[config.mk]
export PLATFORM = sky130hd
export DESIGN_NAME = fetch_stage
export DESIGN_NICKNAME = d
export VERILOG_FILES = /design/src/rtl/pipeline_pkg.sv /design/src/rtl/if_id_reg.sv /design/src/rtl/fetch_stage.sv
export SDC_FILE = /design/constraint.sdc
export NUM_CORES = 1
export LEC_CHECK = 0
export ABC_AREA = 1
export CAP_MARGIN = 30
export CORE_MARGIN = 3
export CORE_UTILIZATION = 48
export CTS_BUF_LIST = sky130_fd_sc_hd__clkbuf_4 sky130_fd_sc_hd__clkbuf_8
export DETAILED_ROUTE_END_ITERATION = 7
export MAX_ROUTING_LAYER = met4
export PLACE_DENSITY = 0.79
export RECOVER_POWER = 50
export SYNTH_ARGS = -nofsm -noshare
export SYNTH_HDL_FRONTEND = slang
export SYNTH_SLANG_ARGS = --single-unit
[constraint.sdc]
create_clock -name clk -period 5.2 [get_ports clk]
set_clock_uncertainty 0.2 [all_clocks]
set_input_delay 1.04 -clock clk [delete_from_list [all_inputs] [get_ports clk]]
set_output_delay 1.04 -clock clk [all_outputs]
set_load 0.03 [all_outputs]
[src/rtl/pipeline_pkg.sv]
// pipeline_pkg: shared types and defaults for the MIPS pipeline stages.
package pipeline_pkg;
   localparam int INSTR_W = 32;
   localparam logic [INSTR_W-1:0] DEF_RESET_PC = 32'h0000_0000;
   localparam logic [INSTR_W-1:0] DEF_NOP_INSTR = 32'h0000_0000;
   typedef enum logic [1:0] {S_IDLE, S_REQ, S_HOLD, S_DROP} fetch_state_t;
   typedef struct packed {
      logic [INSTR_W-1:0] pc_next;
      logic [INSTR_W-1:0] instruction;
      logic               valid;
   } if_id_t;
   function automatic logic [INSTR_W-1:0] word_align(input logic [INSTR_W-1:0] a);
      return {a[INSTR_W-1:2], 2'b00};
   endfunction
endpackage

[src/rtl/if_id_reg.sv]
// if_id_reg: generic stage register with load/bubble/hold; bubble beats load.
module if_id_reg #(
   parameter int W = 65,
   parameter logic [W-1:0] BUBBLE = '0
) (
   input  logic         clk,
   input  logic         reset,
   input  logic         load,
   input  logic         bubble,
   input  logic [W-1:0] d,
   output logic [W-1:0] q
);
   always_ff @(posedge clk or posedge reset)
      if (reset) q <= BUBBLE;
      else if (bubble) q <= BUBBLE;
      else if (load) q <= d;
endmodule

[src/rtl/fetch_stage.sv]
// fetch_stage: PC register, imem req/ack handshake and IF/ID load with stall/redirect handling.
module fetch_stage import pipeline_pkg::*; #(
   parameter logic [INSTR_W-1:0] RESET_PC = DEF_RESET_PC,
   parameter logic [INSTR_W-1:0] NOP_INSTR = DEF_NOP_INSTR
) (
   input  logic               clk,
   input  logic               reset,
   input  logic               pc_stall,
   input  logic               IF_ID_stall,
   input  logic               pc_src,
   input  logic [INSTR_W-1:0] pc_decode,
   output logic               imem_req,
   output logic [INSTR_W-1:0] imem_addr,
   input  logic               imem_ack,
   input  logic [INSTR_W-1:0] imem_rdata,
   output logic [INSTR_W-1:0] if_id_pc_next,
   output logic [INSTR_W-1:0] if_id_instruction,
   output logic               if_id_valid,
   output logic               fetch_busy
);
   fetch_state_t state, state_nx;
   logic [INSTR_W-1:0] pc, pc_nx, pc_plus4, target, hold_buf, drop_addr;
   logic stall, redirect, ld, bub, buf_we, drop_we;
   if_id_t d, q;

   assign stall = pc_stall | IF_ID_stall;
   assign redirect = pc_src & ~IF_ID_stall;
   assign pc_plus4 = pc + 32'd4;
   assign target = word_align(pc_decode);

   always_ff @(posedge clk or posedge reset)
      if (reset) state <= S_IDLE;
      else state <= state_nx;

   always_comb begin
      state_nx = state;
      case (state)
         S_IDLE: state_nx = S_REQ;
         S_REQ:  state_nx = redirect ? (imem_ack ? S_REQ : S_DROP) : (imem_ack && stall) ? S_HOLD : S_REQ;
         S_HOLD: state_nx = (redirect || !stall) ? S_REQ : S_HOLD;
         S_DROP: state_nx = imem_ack ? S_REQ : S_DROP;
         default: state_nx = S_IDLE;
      endcase
   end

   always_comb begin
      imem_req = (state == S_REQ) || (state == S_DROP);
      imem_addr = (state == S_DROP) ? drop_addr : pc;
      fetch_busy = state != S_REQ;
   end

   // Datapath controls: a redirect always wins; pc_stall only blocks the sequential increment.
   always_comb begin
      pc_nx = pc;
      ld = 1'b0;
      bub = 1'b0;
      buf_we = 1'b0;
      drop_we = 1'b0;
      d = '{pc_next: pc_plus4, instruction: (state == S_HOLD) ? hold_buf : imem_rdata, valid: 1'b1};
      case (state)
         S_REQ:
            if (redirect) begin
               pc_nx = target;
               bub = 1'b1;
               drop_we = !imem_ack;
            end else if (imem_ack && !stall) begin
               pc_nx = pc_plus4;
               ld = 1'b1;
            end else if (imem_ack) buf_we = 1'b1;
            else bub = !stall;
         S_HOLD:
            if (redirect) begin
               pc_nx = target;
               bub = 1'b1;
            end else if (!stall) begin
               pc_nx = pc_plus4;
               ld = 1'b1;
            end
         S_DROP: begin
            pc_nx = redirect ? target : pc;
            bub = !IF_ID_stall;
         end
         default: ;
      endcase
   end

   always_ff @(posedge clk or posedge reset)
      if (reset) begin
         pc <= RESET_PC;
         hold_buf <= '0;
         drop_addr <= '0;
      end else begin
         pc <= pc_nx;
         if (buf_we) hold_buf <= imem_rdata;
         if (drop_we) drop_addr <= pc;
      end

   if_id_reg #(.W($bits(if_id_t)), .BUBBLE({32'h0, NOP_INSTR, 1'b0})) u_if_id (
      .clk(clk),
      .reset(reset),
      .load(ld),
      .bubble(bub),
      .d(d),
      .q(q)
   );

   assign if_id_pc_next = q.pc_next;
   assign if_id_instruction = q.instruction;
   assign if_id_valid = q.valid;
endmodule

# ---- Yosys cells after proc, flatten, opt, wreduce, memory -nomap -nowiden
# Cells that the tools add are included.
# Widths: inputs -> output; s select.
dict set report classes {
  addsub 1
  eq_ne 7
  n_mux 31
  bitwise_logic 3
  n_reduce_logical 11
}
# op count
set ops {}
lappend ops {{$mux 32} 7}
lappend ops {{$mux 65} 2}
lappend ops {{$pmux 32 s3} 1}
lappend ops {{$add 32x3->32 const B} 1}
lappend ops {{$mux 1} 14}
lappend ops {{$mux 2} 4}
lappend ops {{$pmux 2 s4} 1}
lappend ops {{$eq 2x2->1 const B} 2}
lappend ops {{$reduce_and 4->1} 1}
lappend ops {{$logic_not 1->1} 3}
lappend ops {{$ne 3x2->1 const B} 1}
lappend ops {{$ne 3x3->1 const B} 1}
lappend ops {{$pmux 1 s3} 1}
lappend ops {{$reduce_bool 3->1} 1}
lappend ops {{$eq 2x1->1 const B} 1}
lappend ops {{$logic_and 1x1->1} 2}
lappend ops {{$logic_not 2->1} 1}
lappend ops {{$logic_or 1x1->1} 2}
lappend ops {{$ne 2x1->1 const B} 1}
lappend ops {{$ne 2x2->1 const B} 1}
lappend ops {{$pmux 1 s2} 1}
lappend ops {{$reduce_bool 2->1} 1}
lappend ops {{$and 1x1->1} 1}
lappend ops {{$not 1->1} 1}
lappend ops {{$or 1x1->1} 1}
dict set report totals {
  register_bits 163
  in_bits 70
  out_inout_bits 99
}

# ---- Depth between registers and ports, before layout
dict set report depth {
  ltp_word 8
  ltp_mapped 10
  depth_no_buf 10
}

# ---- By module
# From an unflattened synthesis, not the netlist that was laid out.
dict set report hier_totals {
  cells_unflattened 1109
  area_unflattened_um2 8184.1
}
# module instances cells_each area_per_inst_um2 seq_area_each_um2
set modules_own_cells {}
lappend modules_own_cells {fetch_stage 1 825 5607.9 2352.3}
lappend modules_own_cells {if_id_reg 1 284 2576.2 1626.6}

# ---- Worst setup path after synthesis
# OpenSTA, ideal clock, no wires.
dict set report synth_path {
  path_type {flip-flop to output port}
  startpoint {register state[0]}
  endpoint {output port imem_addr[22]}
  arrival_time_ns 1.616
  setup_slack_ns 2.344
  path_stages_with_launch 5
  n_path_buf 2
  cell_sequence {dfrtp_1 > ha_1 > buf_2 > clkbuf_1 > o21ai_0}
}
dict set report synth_via {
  elab_chain_cells 2
}
# item line_no
set synth_lines {}
lappend synth_lines {{from (decl)} fetch_stage.sv:21} ;# fetch_state_t state, state_nx;
lappend synth_lines {{from (signal assigned)} fetch_stage.sv:33} ;# else state <= state_nx;
lappend synth_lines {{$eq 2x2->1} fetch_stage.sv:48} ;# imem_addr = (state == S_DROP) ? drop_addr : pc;
lappend synth_lines {{$mux 32} fetch_stage.sv:48}
lappend synth_lines {{to (decl)} fetch_stage.sv:13} ;# output logic [INSTR_W-1:0] imem_addr,
# No other way between the ends.

# ---- Final worst setup path
dict set report layout_path {
  startpoint {register state[0]}
  endpoint {output port imem_addr[31]}
}
# Same word-level chain as after synthesis.

==> results_dict.tcl <==
set metrics [dict create \
    outcome "complete, but fails checks" \
    violations "capacitance limit, slew limit" \
    power_leakage_nw 4.88 \
    cts_tree "done" \
    slew_viol_final 199 \
    ctsResizeCount 0 \
    gp_congestion 0.937 \
    grt_pass1_vias 6956 \
    h-tree-depth 4 \
    worstPathCellList "ha_2 -> buf_16 -> nand2_1 -> o21ai_0 -> clkdlybuf4s50_1" \
    rsz0062_at_grt "no" \
    netlist_area_um2 7960 \
    cts-root-buf "clkbuf_8" \
    vdd_drop_max_mv 0.327 \
    hold_viol 0 \
    drive_gt1_frac 0.0396 \
    finalSetupViolations 0 \
    avgRoutedWirePerCell_um 14.4 \
    synth_top_area_cell "dfrtp_1" \
    drtAntennaViolNets 0 \
    worstSetupEndpointType "output port" \
    critPathRequiredTime_ns 3.96 \
    dieWidth_um 135 \
    yosysTopAreaCellShare 0.493 \
    reg2reg_setup_slack_ns 1.59 \
    cts_buffer_depth 2 \
    dieArea_um2 18200 \
    pwr-share-clk 0.142 \
    setup_slack_ns 1.28 \
    die_height_um 135 \
    dr_wl_met2_um 9930 \
    maxCapViolCount 2 \
    track_usage 0.243 \
    switchingPower_mw 2.94 \
    start_kind "flop" \
    dp_slack_ns 1.53 \
    rows 46 \
    hold_class "reg2reg" \
    yosysWarnings 0 \
    cts_made_buffers 17 \
    critPathKind "reg2out" \
    final_cell_mix "nand2_1 (405), clkdlybuf4s50_1 (160), dfrtp_1 (157), o21ai_0 (152), nand3_1 (95)" \
    clk_pin_slew_ns 0.08 \
    overflow 0 \
    min_period_over_period 0.753 \
    synth-seq-cells 157 \
    avgSynthCellArea_um2 7.31 \
    power_mw 6.41 \
    synth_cell_types 26 \
    vias_per_cell 5.10 \
    antenna_found_initial 0 \
    diodes 0 \
    worst_slew_pin_slew_ns 2.24 \
    drt_first_pass_iters 5 \
    met3WireLength_um 1300 \
    drt-met1-wl_um 9280 \
    crit_path_top_delay_cell "clkdlybuf4s50_1" \
    top_level_ports 169 \
    ctsHoldBuffers 0 \
    max_freq_mhz 255 \
    swShare 0.458 \
    finalNetCount 1299 \
    max_slew_margin -0.495 \
    cts.sinks 157 \
    num_vias 7411 \
    dp_hpwl_um 14600 \
    fin_setup_tns_ns 0 \
    coreArea_um2 16100 \
    grt_pass1_wl_um 34500 \
    cp_max_fo 34 \
    post_cts_buffers 0 \
    routed.top_layer "met4" \
    area_growth_pct 26.3 \
    layout_commonest_cell "nand2_1" \
    synthTopCellsByArea "dfrtp_1 (49%), nand2_1 (19%), o21ai_0 (9.6%)" \
    route.detailed.drc 0 \
    synth.yosys.seq_area_share 0.493 \
    clk_latency_ns 0.45 \
    drt_iter0_drc 546 \
    crit_arrival_ns 2.68 \
    seq_power_share 0.341 \
    n_fill_cell 1408 \
    start_util 0.496 \
    p_per_area_nw_per_um2 637 \
    syn_inst 1089 \
    cp_slowest_stage_delay_ns 0.75 \
    grt_max_degree 134 \
    layout_min_cycle_time_ns 3.92 \
    drt_wl_total_um 21000 \
    cellInternalPower_mw 3.47 \
    multiInputGateArea_um2 3450 \
    io_buffers 162 \
    comb_power_share 0.517 \
    seq_area_um2 3930 \
]
-- critical path, delay by kind of cell (launching register included) --
family | cells | cell delay [ns]
compound gates | 1 | 0.15
buf+inv | 2 | 1.00
simple gates | 1 | 0.06
fa+ha+maj | 1 | 0.63
flops | 1 | 0.39
-- stage by stage --
step | util | cells | hold slack [ns] | cell area, um2
CTS | 0.629 | 1453 | 0.294 | 10100
global route | 0.626 | 1453 | 0.314 | 10100
global placement | 0.602 | 1419 | 0.265 | 9660
floorplan | - | 1092 | 0.253 | 7980
detailed placement | 0.605 | 1421 | 0.273 | 9710
finish | 0.626 | 1453 | 0.289 | 10100
-- cells in the mapped netlist --
| cell | count |
|---|---|
| nand3_1 | 95 |
| a21oi_4 | 1 |
| clkbuf_1 | 27 |
| nand3_2 | 1 |
| a21oi_1 | 19 |
| nand2_2 | 4 |
| nand3b_1 | 1 |
| a41oi_1 | 1 |
| o21ai_1 | 1 |
| buf_4 | 4 |
| nand4_1 | 2 |
| buf_2 | 9 |
| inv_2 | 2 |
| conb_1 | 1 |
| xor2_1 | 8 |
| dfrtp_1 | 157 |
| inv_1 | 81 |
| o22ai_2 | 1 |
| nor2_1 | 93 |
| nand2_1 | 404 |
| o21ai_0 | 152 |
| ha_1 | 5 |
| buf_1 | 13 |
| buf_6 | 5 |
| clkinv_1 | 1 |
| and2_1 | 1 |
-- metal layers --
metal / vias up / global-route usage
met4: 0 / 0.0769
met3: 33 / 0.0496
met1: 3423 / 0.320
li1: 3711 / -
met2: 244 / 0.382
met5: - / -
-- state kept, by name, summed over array words and instances (netlist names) --
signal and count:
state 2, pc 30, hold_buf 32, u_if_id.q 63
drop_addr 30
-- power by group through the flow --
stage	Clock, mW	Sequential (mW)	Combinational (mW)
floorplan	0	2.56	1.68
CTS	0.929	2.18	3.34
global route	0.985	2.27	3.64
global placement	0	2.17	3.25
finish	0.911	2.18	3.32
detailed placement	0	2.20	3.33
-- logic make-up after synthesis --
kind of cell | Yosys count | share of synthesized area
buffers and inverters | 142 | 0.0750
other | 1 | 0.000471
adder cells (fa/ha/maj) | 5 | 0.00786
AND/OR/NAND/NOR | 601 | 0.302
flip-flops | 157 | 0.493
AO/OA/AOI/OAI | 175 | 0.113
XOR/XNOR | 8 | 0.00880
-- final timing paths --
| check | cells past startpoint | start | end |
|---|---|---|---|
| max in group asynchronous | 3 | reset | pc[25] |
| max | 5 | state[0] | imem_addr[31] |
| min reg2reg | 2 | hold_buf[26] | hold_buf[26] |
| min | 2 | hold_buf[26] | hold_buf[26] |
| max reg2reg | 9 | state[0] | u_if_id.q[32] |
| min in group asynchronous | 2 | reset | u_if_id.q[24] |
-- cell type report --
cell class	instances	share of cell area
repair buffers	171	0.169
well taps	216	0.0269
flip-flops and latches	157	0.391
clock inverters	11	0.0117
clock buffers	21	0.0275
multi-input cells	793	0.343
inverters	84	0.0315
Power figures use the tool's default switching activity.
==> RTL edit 1, RTL diff (same flow settings) <==
Change the package constant `INSTR_W` from 32 to 40.
--- a/src/rtl/pipeline_pkg.sv
+++ b/src/rtl/pipeline_pkg.sv
@@ -1,5 +1,5 @@
 // pipeline_pkg: shared types and defaults for the MIPS pipeline stages.
 package pipeline_pkg;
-   localparam int INSTR_W = 32;
+   localparam int INSTR_W = 40;
    localparam logic [INSTR_W-1:0] DEF_RESET_PC = 32'h0000_0000;
    localparam logic [INSTR_W-1:0] DEF_NOP_INSTR = 32'h0000_0000;
Interface: changed (5 resized); port bits go from 169 to 209. The function was not compared with the original's and may differ.
==> RTL edit 1 against the original RTL <==
- the run still ends with capacitance limit, slew limit left
- sequential share of layout area grew 0.77 points
- critical path depth is the same
- wire length grew 28%
- fmax shrank 5.6%
- area after synthesis grew 23%
- synthesized cell count grew 20%
- setup slack lost 230 ps
- final area grew 23%
- power grew 28%
- hold slack lost 2.4 ps
- sequential cell count grew 40
==> RTL edit 1: results (changes against the original RTL) <==
metric,value,unit,change
DP HPWL,19.3,mm,+32%
DRT met1 WL,11.0,mm,+18%
Worst-Skew Late Latency,480,ps,+30 ps
M2 GR Usage,0.392,,+0.0103
Net Sw Frac,0.484,,+0.0258
Final GP Congestion,0.951,,+1.5%
DR WL/cell,15.3,um,+5.9%
peak supply drop,0.000391,V,+19%
first-pass GRT wire length,43.0,mm,+24%
fmax,241,MHz,-5.6%
DR WL met3,2.50,mm,+93%
vias in the first global route,8400,,+21%
min-delay src,u_if_id.q[72]$_DFFE_PP0P_,,
crit path max fanout,61,,+79%
# Max-Cap Violations,3,,+1
met3 Usage GRT,0.0805,,+0.0310
share of cells above drive strength 1,0.0531,,+0.0135
sequential fraction of the synthesis area,0.503,,+0.00992
M1 GR Usage,0.313,,-0.00718
"Distinct cells, synth",31,,+19%
status,"complete, but fails checks",,
Slew Limit Fails,171,,-14%
met2 WL post-DR,12.4,mm,+25%
vias,8927,,+20%
DRT iter0 DRCs,623,,+14%
failing checks,"capacitance limit, slew limit",,
RTL edit 1: power groups by stage:
stage                     registers, mW  clock network (mW)  logic [mW]
final                              2.78                1.02        4.38
after global routing               2.87                1.10        4.84
after CTS                          2.77                1.04        4.43
after detailed placement           2.79                   0        4.41
after global placement             2.77                   0        4.31
after floorplan                    3.19                   0        2.36
RTL edit 1: critical path, cell delays in order (launching register included):
cell             delay [ps]
dfrtp_1                 400
ha_2                    810
buf_4                   360
nand2_1                  70
o21ai_0                  80
clkdlybuf4s50_1         700
RTL edit 1: how the worst max path moves through the flow:
stage	from	end	depth (start not counted)
after floorplan	reset	drop_addr[10]$_DFFE_PP0P_	1
after global placement	IF_ID_stall	hold_buf[12]$_DFFE_PP0P_	7
after detailed placement	state[0]$_DFF_PP0_	imem_addr[3]	5
after CTS	state[0]$_DFF_PP0_	imem_addr[3]	5
after global routing	reset	pc[31]$_DFFE_PP0P_	4
final	state[0]$_DFF_PP0_	imem_addr[3]	5
RTL edit 1: layout make-up:
| class | count | area, um^2 |
|---|---|---|
| Inverter | 108 | 407 |
| Sequential cell | 197 | 4930 |
| Antenna cell | 1 | 2.50 |
| Multi-Input combinational cell | 933 | 4150 |
| Clock buffer | 18 | 248 |
| Timing Repair Buffer | 217 | 2140 |
| Tap cell | 265 | 332 |
| Fill cell | 1740 | 7400 |
| Clock inverter | 14 | 174 |
RTL edit 1: logic make-up after synthesis:
| kind of cell | count (synthesis) | synth area share |
|---|---|---|
| AOI/OAI and AO/OA | 257 | 0.137 |
| xor gates and xnor gates | 16 | 0.0143 |
| adders and majority gates | 5 | 0.00639 |
| buffers and inverters | 176 | 0.0749 |
| DFF | 197 | 0.503 |
| other | 1 | 0.000383 |
| and+or+nand+nor | 651 | 0.264 |
==> RTL edit 2, RTL diff (same settings) <==
Made on the original files. The 4 states of `fetch_state_t` get a Gray code encoding in 2 bits.
--- a/src/rtl/pipeline_pkg.sv
+++ b/src/rtl/pipeline_pkg.sv
@@ -4,5 +4,5 @@
    localparam logic [INSTR_W-1:0] DEF_RESET_PC = 32'h0000_0000;
    localparam logic [INSTR_W-1:0] DEF_NOP_INSTR = 32'h0000_0000;
-   typedef enum logic [1:0] {S_IDLE, S_REQ, S_HOLD, S_DROP} fetch_state_t;
+   typedef enum logic [1:0] {S_IDLE = 2'b00, S_REQ = 2'b01, S_HOLD = 2'b11, S_DROP = 2'b10} fetch_state_t;
    typedef struct packed {
       logic [INSTR_W-1:0] pc_next;
Formal check against the unedited RTL: same outputs for any inputs over 4 cycles, from zero or initial values and one cycle with reset high; so few cycles prove little.
==> RTL edit 2 against the original RTL <==
- the run still ends with capacitance limit, slew limit left
- power grew 4.8%
- sequential cell count unchanged
- non-clock buffer count grew 3
- wire length rose by 2.7%
- clock power is 16% higher
- fmax is 8.5% lower
- area after synthesis grew 0.99%
- final cell count is 0.96% higher
- first-iteration DRC count rose by 15%
- setup slack worse by 360 ps
- register-to-register slack better by 110 ps
- final area increased by 1.5%
- critical path type unchanged
- largest cell class unchanged
==> RTL edit 2: results (changes against the original RTL) <==
metric,value,unit,change
status,"complete, but fails checks",,
failing checks,"capacitance limit, slew limit",,
Rel. slew slack,-0.598,,-0.103
Slew Limit Fails,161,,-19%
clock power share,0.158,,+0.016
min-delay src,hold_buf[4]$_DFFE_PP0P_,,
setup slack at placement,1530,ps,-2.04 ps
"slowest stage delay, CP",900,ps,+150 ps
P_comb,3.42,mW,+3%
vias in the first global route,7061,,+1.5%
Final Power,6.72,mW,+4.8%
Worst Reg2Reg Path Length in Cells,11,,+2
Placed Cells,1434,,+0.91%
Worst-Skew Late Latency,470,ps,+20 ps
NumNets Final,1314,,+1.2%
worst reg2reg setup slack,1700,ps,+110 ps
internal power,3.64,mW,+4.8%
# Max-Cap Violations,2,,unchanged
M2 GR Usage,0.389,,+0.00750
first-pass GRT wire length,34.9,mm,+1.2%
met3 Usage GRT,0.0397,,-0.00981
crit path to,imem_addr[12],,
Critical Path AT,3040,ps,+360 ps
"Avg Cell Area, Syn",7.29,um^2,-0.29%
final period utilization,0.823,,+0.0699
Final GP Congestion,0.906,,-3.3%
DP HPWL,15.0,mm,+2.6%
RR Endpoint,u_if_id.q[7]$_DFFE_PP0P_,,
share of cells above drive strength 1,0.0432,,+0.00355
largest cells by area after synthesis,"dfrtp_1 49%, nand2_1 19%, o21ai_0 9.9%",,
"Distinct cells, synth",29,,+12%
Post-synth top cells,"411 x nand2_1, 159 x o21ai_0, 157 x dfrtp_1",,
Vias per Instance,5.11,,+0.21%
final non-filler cell total,1467,,+0.96%
LEAKAGE,5.03,nW,+3.1%
peak supply drop,0.000346,V,+5.6%
WHS Endpoint,hold_buf[4]$_DFFE_PP0P_,,
Post-Synth XOR/XNOR Area,0.00762,,-0.00118
crit path max fanout,33,,-2.9%
sequential fraction of the synthesis area,0.489,,-0.00484
## RTL edit 2: cell types whose count changed after synthesis, moves of 6 or more
cell,before,now
a21oi_1,19,0
buf_1,13,2
buf_2,9,15
buf_4,4,10
inv_1,81,89
nand2_1,404,411
o21ai_0,152,159
## RTL edit 2: layout make-up
| type | count | area [um^2] |
|---|---|---|
| multi-input combinational | 797 | 3470 |
| inverter | 91 | 343 |
| clock buffer | 18 | 248 |
| fill | 1458 | 5900 |
| tap | 216 | 270 |
| sequential | 157 | 3930 |
| timing repair buffer | 174 | 1740 |
| clock inverter | 14 | 216 |
## RTL edit 2: metal layers
metal	wire length [um]	vias to the layer above	part of all wire
met4	521	0	0.024
met1	9510	3479	0.44
met5	0	-	0
li1	-	3740	-
met3	1090	35	0.050
met2	10400	244	0.48
## RTL edit 2: critical path: cells and delay by family, from the launching register on
kind	cells	cell delay (ps)
flip-flops	1	410
buffers and inverters	3	1090
AND/OR/NAND/NOR	1	60
adder cells (fa/ha/maj)	1	900
AO/OA/AOI/OAI	1	90
